<file path="config.mk">
export PLATFORM = sky130hd
export DESIGN_NAME = pe_inject_port
export DESIGN_NICKNAME = d
export VERILOG_FILES = /design/src/rtl/noc_pkg.sv /design/src/rtl/inj_fifo.sv /design/src/rtl/pe_inject_port.sv
export SDC_FILE = /design/constraint.sdc
export NUM_CORES = 1
export LEC_CHECK = 0
export ABC_CLOCK_PERIOD_IN_PS = 3100
export BUFFER_PORTS_ARGS = -buffer_cell sky130_fd_sc_hd__buf_2
export CAP_MARGIN = 25
export CORE_MARGIN = 4
export CORE_UTILIZATION = 45
export DETAILED_ROUTE_END_ITERATION = 6
export HOLD_SLACK_MARGIN = 0.08
export PLACE_DENSITY = 0.67
export SYNTH_ARGS = -nofsm -noshare
export SYNTH_HDL_FRONTEND = slang
export SYNTH_SLANG_ARGS = --single-unit
</file>
<file path="constraint.sdc">
create_clock -name clk -period 3.1 [get_ports clk]
set_clock_uncertainty 0.1 [all_clocks]
set_input_delay 0.155 -clock clk [delete_from_list [all_inputs] [get_ports clk]]
set_output_delay 0.155 -clock clk [all_outputs]
set_load 0.02 [all_outputs]
</file>
<file path="src/rtl/noc_pkg.sv">
// Shared flit layout and injection-port FSM encoding for the local router port.
package noc_pkg;

    localparam int unsigned FLIT_W    = 20;
    localparam int unsigned PAYLOAD_W = 16;
    localparam int unsigned DST_CL_HI = 19;
    localparam int unsigned DST_CL_LO = 18;
    localparam int unsigned DST_LO_HI = 17;
    localparam int unsigned DST_LO_LO = 16;

    typedef enum logic [1:0] {
        StIdle  = 2'd0,
        StSend  = 2'd1,
        StStall = 2'd2
    } inj_state_e;

    function automatic logic [FLIT_W-1:0] pack_flit(
        input logic [1:0]           dst_cluster,
        input logic [1:0]           dst_local,
        input logic [PAYLOAD_W-1:0] payload
    );
        logic [FLIT_W-1:0] flit;
        flit = '0;
        flit[DST_CL_HI:DST_CL_LO] = dst_cluster;
        flit[DST_LO_HI:DST_LO_LO] = dst_local;
        flit[PAYLOAD_W-1:0]       = payload;
        return flit;
    endfunction

endpackage

</file>
<file path="src/rtl/inj_fifo.sv">
// Synchronous request FIFO; pointers carry an extra wrap bit to tell full from empty.
module inj_fifo #(
    parameter int unsigned DEPTH = 4,
    parameter int unsigned WIDTH = 20,
    localparam int unsigned AW   = $clog2(DEPTH)
) (
    input  logic             clk,
    input  logic             rst,
    input  logic             push,
    input  logic             pop,
    input  logic [WIDTH-1:0] wdata,
    output logic [WIDTH-1:0] rdata,
    output logic             full,
    output logic             empty,
    output logic [AW:0]      level
);

    localparam logic [AW:0] PtrOne = (AW + 1)'(1);

    logic [WIDTH-1:0] mem [DEPTH];
    logic [AW:0]      wr_ptr_q, wr_ptr_d;
    logic [AW:0]      rd_ptr_q, rd_ptr_d;
    logic             do_push;
    logic             do_pop;

    assign empty = (wr_ptr_q == rd_ptr_q);
    assign full  = (wr_ptr_q[AW] != rd_ptr_q[AW]) &&
                   (wr_ptr_q[AW-1:0] == rd_ptr_q[AW-1:0]);
    assign level = wr_ptr_q - rd_ptr_q;
    assign rdata = mem[rd_ptr_q[AW-1:0]];

    // A full FIFO still takes a write when the head leaves in the same cycle.
    assign do_pop  = pop && !empty;
    assign do_push = push && (!full || do_pop);

    always_comb begin
        wr_ptr_d = wr_ptr_q;
        rd_ptr_d = rd_ptr_q;
        if (do_push) begin
            wr_ptr_d = wr_ptr_q + PtrOne;
        end
        if (do_pop) begin
            rd_ptr_d = rd_ptr_q + PtrOne;
        end
    end

    always_ff @(posedge clk) begin
        if (!rst) begin
            wr_ptr_q <= '0;
            rd_ptr_q <= '0;
        end else begin
            wr_ptr_q <= wr_ptr_d;
            rd_ptr_q <= rd_ptr_d;
        end
    end

    always_ff @(posedge clk) begin
        if (do_push) begin
            mem[wr_ptr_q[AW-1:0]] <= wdata;
        end
    end

endmodule

</file>
<file path="src/rtl/pe_inject_port.sv">
// PE-to-router injection port: buffers requests, packs flits and sends them under
// credit-based flow control toward router input port 5.
module pe_inject_port
    import noc_pkg::*;
#(
    parameter int unsigned FIFO_DEPTH  = 4,
    parameter int unsigned RTR_CREDITS = 4
) (
    input  logic              clk,
    input  logic              rst,
    input  logic [1:0]        my_cluster,
    input  logic [1:0]        my_local,
    input  logic              req_valid,
    output logic              req_ready,
    input  logic [1:0]        req_dst_cluster,
    input  logic [1:0]        req_dst_local,
    input  logic [15:0]       req_data,
    input  logic              ci,
    output logic [FLIT_W-1:0] dataout,
    output logic              out_valid,
    output logic              busy,
    output logic              self_drop,
    output logic              credit_err,
    output logic [15:0]       sent_count
);

    localparam int unsigned AW = $clog2(FIFO_DEPTH);
    localparam int unsigned LW = AW + 1;
    localparam int unsigned CW = $clog2(RTR_CREDITS + 1);

    localparam logic [CW-1:0] CreditMax = CW'(RTR_CREDITS);
    localparam logic [CW-1:0] CreditOne = CW'(1);
    localparam logic [LW-1:0] LevelOne  = LW'(1);

    logic [FLIT_W-1:0] fifo_rdata;
    logic              fifo_full;
    logic              fifo_empty;
    logic [LW-1:0]     fifo_level;
    logic [LW-1:0]     level_nxt;

    logic              is_self;
    logic              accept;
    logic              push;
    logic              send;

    logic [CW-1:0]     credits_q, credits_d;
    logic              credit_err_q, credit_err_d;
    inj_state_e        state_q, state_d;
    logic [FLIT_W-1:0] dataout_q;
    logic              out_valid_q;
    logic              self_drop_q;
    logic [15:0]       sent_count_q;

    assign is_self   = (req_dst_cluster == my_cluster) && (req_dst_local == my_local);
    assign req_ready = rst && !fifo_full;
    assign accept    = req_valid && req_ready;
    assign push      = accept && !is_self;
    assign send      = !fifo_empty && (credits_q != '0);

    inj_fifo #(
        .DEPTH (FIFO_DEPTH),
        .WIDTH (FLIT_W)
    ) u_fifo (
        .clk   (clk),
        .rst   (rst),
        .push  (push),
        .pop   (send),
        .wdata (pack_flit(req_dst_cluster, req_dst_local, req_data)),
        .rdata (fifo_rdata),
        .full  (fifo_full),
        .empty (fifo_empty),
        .level (fifo_level)
    );

    always_comb begin
        level_nxt = fifo_level;
        if (push) begin
            level_nxt = level_nxt + LevelOne;
        end
        if (send) begin
            level_nxt = level_nxt - LevelOne;
        end
    end

    // Send and return in the same cycle cancel; a return at full credit is a protocol error.
    always_comb begin
        credits_d    = credits_q;
        credit_err_d = credit_err_q;
        if (send && !ci) begin
            credits_d = credits_q - CreditOne;
        end else if (ci && !send) begin
            if (credits_q == CreditMax) begin
                credit_err_d = 1'b1;
            end else begin
                credits_d = credits_q + CreditOne;
            end
        end
    end

    // State follows the post-edge FIFO occupancy and credit count.
    always_comb begin
        state_d = state_q;
        unique case (state_q)
            StIdle: begin
                if (level_nxt != '0) begin
                    state_d = (credits_d != '0) ? StSend : StStall;
                end
            end
            StSend: begin
                if (level_nxt == '0) begin
                    state_d = StIdle;
                end else if (credits_d == '0) begin
                    state_d = StStall;
                end
            end
            StStall: begin
                if (level_nxt == '0) begin
                    state_d = StIdle;
                end else if (credits_d != '0) begin
                    state_d = StSend;
                end
            end
            default: state_d = StIdle;
        endcase
    end

    always_ff @(posedge clk) begin
        if (!rst) begin
            state_q      <= StIdle;
            credits_q    <= CreditMax;
            credit_err_q <= 1'b0;
            dataout_q    <= '0;
            out_valid_q  <= 1'b0;
            self_drop_q  <= 1'b0;
            sent_count_q <= '0;
        end else begin
            state_q      <= state_d;
            credits_q    <= credits_d;
            credit_err_q <= credit_err_d;
            out_valid_q  <= send;
            self_drop_q  <= accept && is_self;
            if (send) begin
                dataout_q    <= fifo_rdata;
                sent_count_q <= sent_count_q + 16'd1;
            end
        end
    end

    assign dataout    = dataout_q;
    assign out_valid  = out_valid_q;
    assign self_drop  = self_drop_q;
    assign credit_err = credit_err_q;
    assign sent_count = sent_count_q;
    assign busy       = !fifo_empty || (state_q != StIdle);

endmodule
</file>
; Word level (Yosys, flattened, before mapping)
; Memories as Yosys holds them, arrays and structs flattened. A register that Yosys moved wholly into a read port is not among the register bits.
; Index checks and enable logic that the tools add are counted.
[totals]
reg_bits = 30
mem_bits_rw = 80
in_bits = 28
out_inout_bits = 41
wordCells = 71
mem_count = 1
[classes]
n_addsub = 8
eq_ne = 11
muxes = 14
bitwise = 1
reduce_logical = 28
[mem_list]
columns = memory, depth, word_bits, read_ports, rd_ports_with_merged_regs, write_ports, line_no
row1 = u_fifo.mem, 4, 20, 1, 1, 1, inj_fifo.sv:20  ; logic [WIDTH-1:0] mem [DEPTH];
[ops]
columns = operator, count
row1 = "16-bit by 1-bit adder with 16-bit output, second input constant", 1
row2 = 3-bit 2-to-1 mux, 5
row3 = "3-bit by 1-bit adder with 3-bit output, second input constant", 4
row4 = 2-bit 2-to-1 mux, 6
row5 = 1-bit logical AND, 11
row6 = 3-bit nonzero test, 3
row7 = 2-bit equality test, 3
row8 = 1-bit logical NOT, 6
row9 = 3-bit logical NOT, 2
row10 = "3-bit != test, second input constant", 2
row11 = 2-bit one-hot mux with 3 select lines, 1
row12 = 3-bit AND reduction, 2
row13 = "3-bit by 1-bit subtractor with 3-bit output, second input constant", 2
row14 = 3-bit equality test, 1
row15 = "3-bit equality test, second input constant", 1
row16 = 3-bit subtractor, 1
row17 = "2-bit by 1-bit equality test with 1-bit output, second input constant", 1
row18 = "2-bit equality test, second input constant", 1
row19 = 2-bit logical NOT, 1
row20 = 1-bit logical OR, 2
row21 = 1-bit 2-to-1 mux, 2
row22 = "2-bit != test, second input constant", 1
row23 = 2-bit nonzero test, 1
row24 = 1-bit != test, 1
row25 = 1-bit NOT, 1

; Logic depth before layout (Yosys ltp)
; Gate-level depths: netlist (run 1).
[logic_depth]
ltp_word = 12
ltp_mapped = 14

; Modules after synthesis
; A second synthesis (run 1) with hierarchy kept.
[unflattened]
cells_unflattened = 399
hier_area_um2 = 5517.8
[by_module_without_submodules]
columns = module, instances, cells_per_inst, area_per_inst_um2
row1 = inj_fifo, 1, 161, 3384.5
row2 = pe_inject_port, 1, 238, 2133.3

; Worst setup path before layout (run 1)
; No wires, ideal clock.
[synth_path]
kind = register to register
from = register u_fifo.rd_ptr_q[1]
to = register state_q[1]
setup_time_ps = 115
arrival_time_ps = 2819
required_time_ps = 2885
slack_ps = 66
stages_incl_launch_ff = 14
path_buffers = 2
period_less_slack_ps = 3034
path_cell_list = dfxtp_1 buf_1 inv_1 ha_1 and2_1 a21oi_2 and2_4 buf_6 xnor2_1 ha_1 nand2_1 mux4_2 nor2_2 nor3_1
[synth_via]
elab_chain_len = 12
elab_cells_between_ends = 32
[synth_lines]
columns = item, line_no
row1 = from (decl), inj_fifo.sv:22  ; logic [AW:0] rd_ptr_q, rd_ptr_d;
row2 = from (signal assigned), inj_fifo.sv:53  ; rd_ptr_q <= rd_ptr_d;
row3 = branches (longest 12 deep; another with 3-bit subtractor), n/a
row4 = to (signal assigned), pe_inject_port.sv:129  ; state_q <= StIdle;
row5 = to (signal assigned), pe_inject_port.sv:137  ; state_q <= state_d;
row6 = to (decl), pe_inject_port.sv:48  ; inj_state_e state_q, state_d;
; Parallel ways; which one is timed is not known. The select of a mux whose other input is x is not followed.
; A chain may end at the register's enable or synchronous reset.

; Worst setup path in the final report (run 1)
[layout_path]
from = register u_fifo.wr_ptr_q[0]
to = register state_q[1]
[layout_via]
elab_chain_len = 12
elab_cells_between_ends = 32
[layout_lines]
columns = item, line_no
row1 = from (decl), inj_fifo.sv:21  ; logic [AW:0] wr_ptr_q, wr_ptr_d;
row2 = from (signal assigned), inj_fifo.sv:52  ; wr_ptr_q <= wr_ptr_d;
row3 = branches (longest 12 deep; another with 3-bit subtractor), n/a
; Parallel ways; which one is timed is not known. The select of a mux whose other input is x is not followed.

==> results list, run 1 <==
- Outcome: finished, final reports clean
- The worst register-to-register path ends at state_q[1].
- Summed over all nets, wire length on met2 after detailed routing comes to 5220 um.
- The floorplan step set the die width to 117 um.
- The routed design has 10,600 um of wire.
- The tightest min-delay check is of the input port to flip-flop type.
- Summed over all layers, the global routing overflow is 0.
- DRC errors left: 0
- The startpoint identified for the worst register-to-register timing path is u_fifo.wr_ptr_q[0].
- Height of the die: 117 um
* Reg-to-reg slack, setup: 0.25 ns
- Cell at the root of the clock tree: clkbuf_16
* Detailed-route vias per instance: 5.13
- Of the cells placed in the final design, the portion with a size suffix greater than 1 is 28.6%.
- Hold EP: credits_q[2]
- Wire length on met1: 4710 um
- The layout has 910 filler cells.
- The worst setup path is captured at a flip-flop.
- Post-CTS clock slew at the launch and capture registers of the worst setup and hold paths: 0.06 ns
* Antenna violations before repair: 0
- DRT antenna net count: 0
- First-pass GRT wire length: 17,300 um
- Counting the buffers created by CTS gives 17.
- 1st-pass router iterations: 4
- Wire segments on met3 add up to 509 um in the final route.
- Area of the die: 13,700 um2
- Cells after synthesis: 386
- Setup repair after global routing left no endpoint under its margin.
- Number of cells traversed by the worst register-to-register path: 11
* Commonest non-fill, non-tap cell in the layout: edfxtp_1
- Once the clock tree was built, the resizer swapped 0 gates to a different size.
- Total number of vias: 3,316
- Yosys mapped a number of flops with a built-in enable equal to 80.
* Transition time of the tightest slew-check pin: 0.691 ns
* Htree depth: 4
* Hold buffers post-CTS: 22
- Synth Flop Type: edfxtp_1
- The critical path is of the flip-flop to flip-flop type.
- Worst EP required: 3.31 ns
- In the synthesized netlist the async set-or-reset flop fraction comes to 0%.
- Final total negative setup slack: 0 ns
- HPWL after DPL: 6700 um
- MaxCap Viol Count: 0
- Counting instances, the worst hold path has a depth of 3.
- The number of hold violations in the final report came to 0.
- Starting DRC count in detailed routing: 174
- Sequential fraction of the synthesis area: 63.4%
- Post-CTS setup repair buffer count: 0
- After routing the design area is 6740 um2.
- CTS Sinks: 130
- The congestion estimate from routability-driven global placement came to 0.781.
- TritonCTS built the clock tree.
- Data on the critical path arrives at its endpoint at 3.06 ns.
- Leaving out filler cells and counting taps, the final layout contains 647.
- The worst setup path is launched from a flip-flop.
- Setup violations remaining at the end of the flow were counted as 0.
- No sink is reached through more buffers than the 2 on the longest clock path.
* Largest driver fanout on the critical path: 4
* Pin count of the biggest net entering global routing: 50
- Worst Hold Launch: rst
- The number of max-slew violations in the final report was 0.
* Total GRT Usage: 17.0%
- Number of distinct standard cells referenced by the synthesized netlist: 42
- Time the worst path needs with I/O delays and setup: 2.85 ns
- Dpl cells: 593
- The clock reaches the later pin of the worst-skew pair after 0.41 ns.
- A synthesized cell averages 13.9 um2.
- Hold is met by 0.161 ns.
* Period utilization: 92.0%
- Area growth from synthesis to final layout: 25.6%
- Port bufs: 68
- Via count of the first global-routing pass: 3,416
- Number of placement rows: 39
* Final core occ: 58.3%
* Highest layer used for signal routing: met4
* Instance area at placement: 5940 um2
- Dividing the detail-routed wire length by the instance count gives 16.4 um.
- The number of antenna diodes in the final layout is 0.
- Commonest non-fill, non-tap cells in the layout: edfxtp_1 (80), buf_2 (68), nand2_1 (65)
* Number of placed I/O pins: 69
- The initial utilization of the core area, before any placement, comes to 46.4%.
- Highest ir drop seen on vdd: 548 uV
- Summed over all cells, the static leakage comes to 2.57 nW.
- Netlist area before placement: 5370 um2
- Synth Register Bits: 130
- Final #Nets: 533
- Worst max-slew margin expressed relative to the limit: 53.6%
- Derived from the worst setup path, the maximum achievable clock frequency is 351 MHz.
- Post-Synthesis Net Count: 428
* Floorplan Core Area: 11,600 um2
- Number of warning messages in the yosys log: 0
- Power spread over the standard cell area amounts to 819 nW/um2.
[registers in the layout, indices dropped and copies added (netlist names), 2 cells and up]
name,count
u_fifo.rd_ptr_q,3
dataout,20
u_fifo.wr_ptr_q,3
credits_q,3
u_fifo.mem,80
state_q,2
sent_count,16
[cell families (layout without fill, tap and decap cells)]
group | after synthesis | count (layout) | synth area share (%)
adder cells (fa/ha/maj) | 14 | 14 | 3.40
AO/OA/AOI/OAI | 38 | 38 | 5.73
multiplexers | 25 | 25 | 9.58
AND/OR/NAND/NOR | 124 | 124 | 11.1
buffers and inverters | 26 | 144 | 1.98
XOR/XNOR | 29 | 29 | 4.87
flip-flops | 130 | 130 | 63.4
[per-layer routing]
layer  vias up  track usage [%]
met3        12             4.94
met4         0             7.03
met2        90             27.3
met1      1612             21.7
met5         -                0
li1       1602                -
[report_power, final]
part	internal, W	total (W)	switching [W]
Sequential	0.00202	0.00211	0.0000909
Combinational	0.000637	0.00154	0.000898
Clock	0.00116	0.00188	0.000723
Total	0.00381	0.00552	0.00171
[through the flow]
step / setup slack, ns / total power (W)
6_report: 0.249 / 0.00552
5_1_grt: 0.000526 / 0.00587
4_1_cts: 0.236 / 0.00560
3_5_place_dp: 0.239 / 0.00369
3_3_place_gp: 0.310 / 0.00365
2_1_floorplan: 0.0659 / 0.00322
[synth_stat cells (2+ instances only)]
master     n  area (um2)
mux4_2    21         473
nand2_1   65         244
nand3_1    8        40.0
o21ai_0    3        15.0
xor2_1     4        35.0
inv_1     10        37.5
or2_2      2        12.5
nand4_1    5        31.3
a21oi_2    2        17.5
nor2_1     5        18.8
nor2b_1    4        25.0
and3_1     6        37.5
nor3_1     2        10.0
xnor2_1   24         210
or3_1      2        12.5
clkbuf_1  10        37.5
mux2i_1    3        30.0
dfxtp_1   50        1000
ha_1      13         163
and2_1    19         119
edfxtp_1  80        2400
a21boi_0  25         188
buf_1      4        15.0
[worst max-delay path, stage by stage, from the launching register on]
cell     delay [ns]
dfxtp_1        0.35
inv_1          0.10
ha_1           0.21
fa_1           0.57
inv_1          0.05
ha_1           0.28
o21ai_0        0.09
ha_1           0.29
nand2_1        0.06
mux4_2         0.46
nor2_2         0.11
nor3_1         0.06
[final cells by class]
cell class | count | area (um2) | share of cell area, %
clock buffers | 23 | 508 | 7.53
clock inverters | 9 | 70.1 | 1.04
inverters | 10 | 37.5 | 0.557
multi-input cells | 230 | 1870 | 27.7
flip-flops and latches | 130 | 3400 | 50.5
well taps | 143 | 179 | 2.65
repair buffers | 102 | 676 | 10.0
[worst max-delay path by stage]
stage                             from          to  depth (start not counted)
floorplan           u_fifo.rd_ptr_q[1]  state_q[1]                         13
global placement    u_fifo.wr_ptr_q[0]  state_q[1]                         11
detailed placement  u_fifo.wr_ptr_q[0]  state_q[1]                         11
CTS                 u_fifo.wr_ptr_q[0]  state_q[1]                         11
global route        u_fifo.wr_ptr_q[0]  state_q[0]                         12
finish              u_fifo.wr_ptr_q[0]  state_q[1]                         11
Power figures use the tool's default switching activity.
==> inputs of run 2 (changes only) <==
Settings changed: CAP_MARGIN 25 to not set, CORE_UTILIZATION 45 to 52, PLACE_DENSITY 0.67 to 0.76.
==> run 2 against run 1 <==
Total power fell by 0.63%; utilization rose by 9.5 points; cell count fell by 1.4%; sequential cell count did not move; register-to-register slack got worse by 0.02 ns; wire length barely moved.
==> results list, run 2 (synthesized netlist as in run 1, its figures left out) <==
* MaxCap Viol Count: 0 (unchanged)
* Transition time of the tightest slew-check pin: 0.577 ns (was 0.691 ns)
* Commonest non-fill, non-tap cells in the layout: edfxtp_1 (80), buf_2 (68), nand2_1 (65) (unchanged)
- Slowest cell on crit path: fa_1 (unchanged)
- 1st-pass router iterations: 4 (unchanged)
- Height of the die: 110 um (was 117 um)
- The number of gates resized after CTS came to 0 (unchanged).
- Highest ir drop seen on vdd: 487 uV (was 548 uV)
- CP Data Arrival Time: 3.17 ns (was 3.06 ns)
- Hold buffers post-CTS: 24 (was 22)
- Total inserted antenna cells: 0 (unchanged)
- Critical path, cell by cell: inv_1 > ha_1 > fa_1 > inv_1 > ha_1 > o21ai_0 > ha_1 > nand2_1 > mux4_2 > nor2_2 > nor3b_1 (was inv_1 > ha_1 > fa_1 > inv_1 > ha_1 > o21ai_0 > ha_1 > nand2_1 > mux4_2 > nor2_2 > nor3_1).
* Outcome: finished, final reports clean (unchanged)
- Slack of the critical path: 0.230 ns (was 0.249 ns)
* Multi-input gate area in the final layout: 1860 um2 (was 1870 um2)
- The maximum number of pins on one net before global-route repair is 50 (unchanged).
* Dpl ws: 0.208 ns (was 0.239 ns)
- The leakage power is 2.57 nW (about the same).
- The post-CTS clock slew at the launch and capture registers of the worst setup and hold paths is 0.06 ns (about the same).
* Starting density of the core: 54.2% (was 46.4%)
- The detail-routed via count per cell is 5.21 (was 5.13).
* Starting DRC count in detailed routing: 165 (was 174)
* First-pass GRT wire length: 17,400 um (was 17,300 um)
- CTS tree: built (unchanged)
* Startpoint types: flip-flop (unchanged)
- Number of fillers in the final layout: 704 (was 910)
- Slowest stage delay, CP: 0.58 ns (was 0.57 ns)
- Highest achievable clock rate: 348 MHz (was 351 MHz)
- Htree depth: 4 (unchanged)
* Number of placement rows: 36 (was 39)
- The proportion of layout cells with a drive suffix above 1 came to 28.3% (was 28.6%).
* RSZ-0062 raised after global routing: no (unchanged)
- Post-CTS setup repair buffer count: 0 (unchanged)
- CTS Sinks: 130 (unchanged)
- Flip-flop count of the largest register, all copies and words added: 80 (unchanged)
* DRC errors left: 0 (unchanged)
- The global placement routability congestion came to 0.734 (was 0.781).
- The number of antenna violations at the first check in global routing came to 0 (unchanged).
- Total number of vias: 3,326 (was 3,316)
- Final Max Tran Viols: 0 (unchanged)
* Overflow after GRT: 0 (unchanged)
- Largest driver fanout on the critical path: 4 (unchanged)
- Final #Nets: 535 (was 533)
- The worst slew margin relative to its limit was 61.2% (was 53.6%).
* Class of the tightest hold or removal check: input port to flip-flop (unchanged)
- The number of hold violations in the final report came to 0 (unchanged).
* Port bufs: 68 (unchanged)
- The dominant delay contributor by cell family on the critical path is adder cells (unchanged).
* Cell at the root of the clock tree: clkbuf_8 (was clkbuf_16)
- The maximum number of buffers from clock root to sink came to 2 (unchanged).
- The core region area was 9910 um2 (was 11,600 um2).
- The cell seen most often among critical-path stages is ha_1 (unchanged).
- The worst-skew pair later-pin latency came to 0.51 ns (was 0.41 ns).
* HPWL after DPL: 6450 um (was 6700 um)
* Number of setup violations in the final report: 0 (unchanged)
- Time the worst path needs with I/O delays and setup: 2.87 ns (was 2.85 ns)
- The number of top-level pins is 69 (unchanged).
* Area growth from synthesis to final layout: 25.1% (was 25.6%)
* Area of the die: 12,000 um2 (was 13,700 um2)
* Final core occ: 67.8% (was 58.3%)
- The number of global-route vias before repair is 3,410 (was 3,416).
- Final total negative setup slack: 0 ns (unchanged)
* Critical Path End Type: flip-flop (unchanged)
- Worst EP required: 3.40 ns (was 3.31 ns)
* DRT antenna net count: 0 (unchanged)
* Period utilization: 92.6% (was 92.0%)
* Total GRT Usage: 19.6% (was 17.0%)
- Power density normalized to cell area: 817 nW/um2 (was 819 nW/um2)
- The most common library cell in the layout ignoring fill and taps was edfxtp_1 (unchanged).
- The flip-flop and latch area is 3400 um2 (unchanged).
- Category of the critical setup timing path: flip-flop to flip-flop (unchanged)
* Final Routed Wirelength: 10,600 um (about the same)
* Die width: 110 um (was 117 um)
- The number of buffers added by the clock tree synthesis step was 17 (unchanged).
- Wire per inst: 16.6 um (was 16.4 um)
- The combined buffer and inverter count along the critical path came to 2 (unchanged).
==> run 2: where the power goes <==
group,switching (W),internal (W)
Combinational,0.000897,0.000645
Clock,0.000745,0.00109
Sequential,0.0000922,0.00202
Total,0.00173,0.00375
==> run 2: final timing paths <==
check,slack (ns),to,start,depth (start not counted)
worst max-delay path,0.23,state_q[0],u_fifo.wr_ptr_q[0],11
worst min-delay path,0.29,u_fifo.mem[2][5],req_data[5],2
worst max register to register,0.23,state_q[0],u_fifo.wr_ptr_q[0],11
worst min register to register,0.36,dataout[10],dataout[10],2
==> run 2: routing by layer <==
layer  wire, um  vias up  global-route usage, %
met5          0        -                      0
met4        184        0                   7.30
met3        529       17                   4.82
met2       5250       86                   32.3
met1       4620     1624                   25.3
li1           -     1599                      -
==> run 2: final cells by class <==
class                   instances  share of cell area [%]
multi-input cells             230                    27.7
flip-flops and latches        130                    50.7
repair buffers                104                    10.4
clock inverters                13                    1.88
well taps                     133                    2.48
inverters                      10                   0.559
clock buffers                  18                    6.37
==> run 2: stage by stage <==
stage                     cells  power [W]  hold WS, ns  cell area [um2]
after floorplan             386    0.00322        0.154             5370
after global placement      583    0.00363        0.267             5920
after detailed placement    583    0.00367        0.278             5920
after CTS                   638    0.00556        0.265             6720
after global routing        638    0.00583        0.280             6720
final                       638    0.00549        0.289             6720
==> inputs of run 3 (changes only) <==
Settings changed: ABC_AREA set to 1, BUFFER_PORTS_ARGS -buffer_cell sky130_fd_sc_hd__buf_2 to -buffer_cell sky130_fd_sc_hd__buf_4.
==> run 3 against run 2 <==
Synthesized area is 0.56% higher; critical endpoint is now state_q[1]; sequential cell count unchanged; sequential share of layout area fell by 1.1 points; setup slack gained 0.083 ns; critical path type unchanged; utilization up 1.2 points; count of clock-buffer cells in the layout stayed put; wire length increased by 8.3%; clock power about the same; sequential power grew 2%; non-clock buffer count down 3; first-iteration DRC count grew 28%; synthesized cell count rose by 39%.
==> results list, run 3 <==
* Outcome: finished, final reports clean (unchanged)
- The number of setup violations in the final report is 0 (unchanged).
- CTS buffer count: 17 (unchanged)
- Time the worst path needs with I/O delays and setup: 2.79 ns (was 2.87 ns)
* Critical Path End Type: flip-flop (unchanged)
- Antenna violations before repair: 0 (unchanged)
* Worst EP required: 3.39 ns (was 3.40 ns)
* Post-CTS clock slew at the launch and capture registers of the worst setup and hold paths: 0.06 ns (about the same)
- The worst voltage drop across the vdd grid was 441 uV (was 487 uV).
- Worst-Skew Late Latency: 0.51 ns (about the same)
* Commonest non-fill, non-tap cell in the layout: nor2_1 (was edfxtp_1)
* MaxCap Viol Count: 0 (unchanged)
- Number of placement rows: 36 (unchanged)
- Cell at the root of the clock tree: clkbuf_8 (unchanged)
- Share of the synthesized area in the top cell type: 44.5% (was 44.7%)
- Dpl cells: 723 (was 583)
* Highest achievable clock rate: 359 MHz (was 348 MHz)
- Final #Nets: 675 (was 535)
* Cells after synthesis: 537 (was 386)
- The count of buffers from port buffering was 68 (unchanged).
* Instance area at placement: 6060 um2 (was 5920 um2)
- The worst setup slack after layout was 0.313 ns (was 0.230 ns).
- The classification of the worst setup path is flip-flop to flip-flop (unchanged).
* Period utilization: 89.9% (was 92.6%)
* Slowest stage delay, CP: 0.55 ns (was 0.58 ns)
- Starting DRC count in detailed routing: 212 (was 165)
- Commonest non-fill, non-tap cells in the layout: nor2_1 (103), edfxtp_1 (80), buf_4 (76) (was edfxtp_1 (80), buf_2 (68), nand2_1 (65)).
- The number of global-route vias before repair came to 4,103 (was 3,410).
- Htree depth: 4 (unchanged)
- Slowest cell on crit path: fa_1 (unchanged)
- The detail-routed via count per cell is 5.27 (was 5.21).
- The overall die area came to 12,100 um2 (was 12,000 um2).
- CTS max path bufs: 2 (unchanged)
- RePlAce Congestion: 0.784 (was 0.734)
* Number of warning messages in the yosys log: 0 (unchanged)
- Final total negative setup slack: 0 ns (unchanged)
- Overflow after GRT: 0 (unchanged)
- Floorplan Core Area: 9950 um2 (was 9910 um2)
* Number of hold violations in the final report: 0 (unchanged)
- The die span in y is 110 um (about the same).
- The dominant synthesized flop cell is edfxtp_1 (unchanged).
- Average cell area after synthesis: 10.1 um2 (was 13.9 um2)
- Total inserted antenna cells: 0 (unchanged)
- The fraction of registers with async set or reset after synthesis came to 0% (unchanged).
- The post-CTS repair timing setup buffer count came to 0 (unchanged).
* Number of distinct standard cells referenced by the synthesized netlist: 34 (was 42)
* Final Routed Wirelength: 11,500 um (was 10,600 um)
- The initial core utilization came to 54.2% (about the same).
- The signed area change from the synthesized netlist to the final layout came to 27.2% (was 25.1%).
* Power density normalized to cell area: 863 nW/um2 (was 817 nW/um2)
- Die width: 110 um (about the same)
- The maximum number of pins on one net before global-route repair is 43 (was 50).
- Startpoint types: flip-flop (unchanged)
* Transition time of the tightest slew-check pin: 1.13 ns (was 0.577 ns)
- The final standard cell count with taps included and fillers excluded is 779 (was 638).
* Netlist area before placement: 5400 um2 (was 5370 um2)
- The number of nets with antenna violations after detailed routing is 0 (unchanged).
- Critical path, cell by cell: inv_1 > ha_1 > fa_1 > inv_1 > ha_1 > inv_1 > nand3_1 > nand2_1 > ha_1 > nand3_1 > nand2_1 > nand2_1 > nand2_1 > inv_1 > nor2_1 > nand2_1 > nor2_1 > nor2_1 (was inv_1 > ha_1 > fa_1 > inv_1 > ha_1 > o21ai_0 > ha_1 > nand2_1 > mux4_2 > nor2_2 > nor3b_1)
- The worst endpoint data arrival time is 3.08 ns (was 3.17 ns).
- The clock net sink count is 130 (unchanged).
- The count of unresolved DRC violations after routing is 0 (unchanged).
* Final Max Tran Viols: 0 (unchanged)
- Most used standard cell by instance count after synthesis: nor2_1 (was edfxtp_1)
- Leakage: 2.76 nW (was 2.57 nW)
* Final design area excluding fillers: 6870 um2 (was 6720 um2)
* Class of the tightest hold or removal check: input port to flip-flop (unchanged)
- The post-synthesis net count was 579 (was 428).
- Sequential fraction of the synthesis area: 63.0% (was 63.4%)
- Synth Register Bits: 130 (unchanged)
* Largest cells by area after synthesis: edfxtp_1 (44%), dfxtp_1 (19%), nor2_1 (7.4%) (was edfxtp_1 (45%), dfxtp_1 (19%), mux4_2 (8.8%))
- First-pass GRT wire length: 19,000 um (was 17,400 um)
- The biggest fanout along the worst timing path came to 5 (was 4).
- RSZ-0062 raised after global routing: no (unchanged)
- The number of top-level pins is 69 (unchanged).
* Most area-hungry cell type in the Yosys netlist: edfxtp_1 (unchanged)
- The worst setup slack before clock tree synthesis was 0.316 ns (was 0.208 ns).
- Worst max-slew margin expressed relative to the limit: 24.4% (was 61.2%)
- HPWL after DPL: 7200 um (was 6450 um)
- Most numerous cell on the critical path: nand2_1 (was ha_1)
- Commonest cells post-synth: nor2_1 (107), edfxtp_1 (80), o21ai_0 (74) (was edfxtp_1 (80), nand2_1 (65), dfxtp_1 (50)).
- The number of flip-flops under the largest register name was 80 (unchanged).
- The number of flops mapped to enable cells by yosys is 80 (unchanged).
* CTS tree: built (unchanged)
* Total number of vias: 4,106 (was 3,326)
- Wire per inst: 14.7 um (was 16.6 um)
- The detailed-routing iteration count for the pre-antenna-repair pass was 4 (unchanged).
- Total GRT Usage: 20.6% (was 19.6%)
* Share of layout cells above drive strength 1: 19.8% (was 28.3%)
-- run 3: cell count changes in the layout (fill, tap and decap cells not counted), moves of 20 or more --
cell	delta
mux4_2	-21
o21ai_0	+71
a31oi_1	+20
buf_2	-68
a21boi_0	-25
nor2_1	+98
inv_1	+29
xnor2_1	-23
buf_4	+66
a21oi_1	+20
-- run 3: through the flow --
| stage | power [W] | util [%] | hold slack (ns) |
|---|---|---|---|
| 2_1_floorplan | 0.00347 | - | 0.154 |
| 3_3_place_gp | 0.00399 | 60.9 | 0.258 |
| 3_5_place_dp | 0.00406 | 60.9 | 0.261 |
| 4_1_cts | 0.00597 | 69.0 | 0.260 |
| 5_1_grt | 0.00631 | 69.0 | 0.264 |
| 6_report | 0.00592 | 69.0 | 0.281 |
-- run 3: per-layer routing --
| layer | vias up | global-route usage [%] | part of all wire [%] |
|---|---|---|---|
| met5 | - | 0 | 0 |
| met4 | 0 | 6.50 | 0.91 |
| met3 | 6 | 6.40 | 5.2 |
| met2 | 118 | 35.2 | 51 |
| met1 | 1951 | 24.9 | 43 |
| li1 | 2031 | - | - |
-- run 3: repair_timing --
action,CTS,global route
gates resized for setup,0,0
hold buffers,24,0
hold endpoints to repair,122,0
-- run 3: path summary, 6_finish.rpt --
kind | cells past startpoint | slack (ns) | startpoint | end
setup / recovery | 18 | 0.31 | u_fifo.wr_ptr_q[0] | state_q[1]
hold reg to reg | 1 | 0.37 | credit_err | credit_err
setup reg to reg | 18 | 0.31 | u_fifo.wr_ptr_q[0] | state_q[1]
hold / removal | 2 | 0.28 | req_data[10] | u_fifo.mem[3][10]
-- run 3: logic make-up after synthesis --
kind of cell,after synthesis,synth area share [%]
AOI/OAI and AO/OA,120,12.1
xor gates and xnor gates,6,0.973
DFF,130,63.0
muxes,1,0.185
adders and majority gates,14,3.38
and+or+nand+nor,201,15.5
buffers and inverters,65,4.77
-- run 3: power breakdown --
group	total [W]	switching [W]	internal (W)
registers	0.00216	0.000122	0.00204
clock network	0.00187	0.000778	0.00109
logic	0.00189	0.00121	0.000675
total	0.00592	0.00211	0.00381
-- run 3: layout make-up --
type                       instances  area [um2]
clock buffer                      18         418
fill                             737        3090
inverter                          41         154
tap                              133         166
timing repair buffer             101         831
multi-input combinational        342        1750
sequential                       130        3400
clock inverter                    14         146
-- run 3: worst max-delay path, delay by kind of cell, from the launching register on --
kind	cells	cell delay [ns]
adders and majority gates	4	1.22
buffers and inverters	4	0.25
DFF	1	0.35
and+or+nand+nor	10	0.76
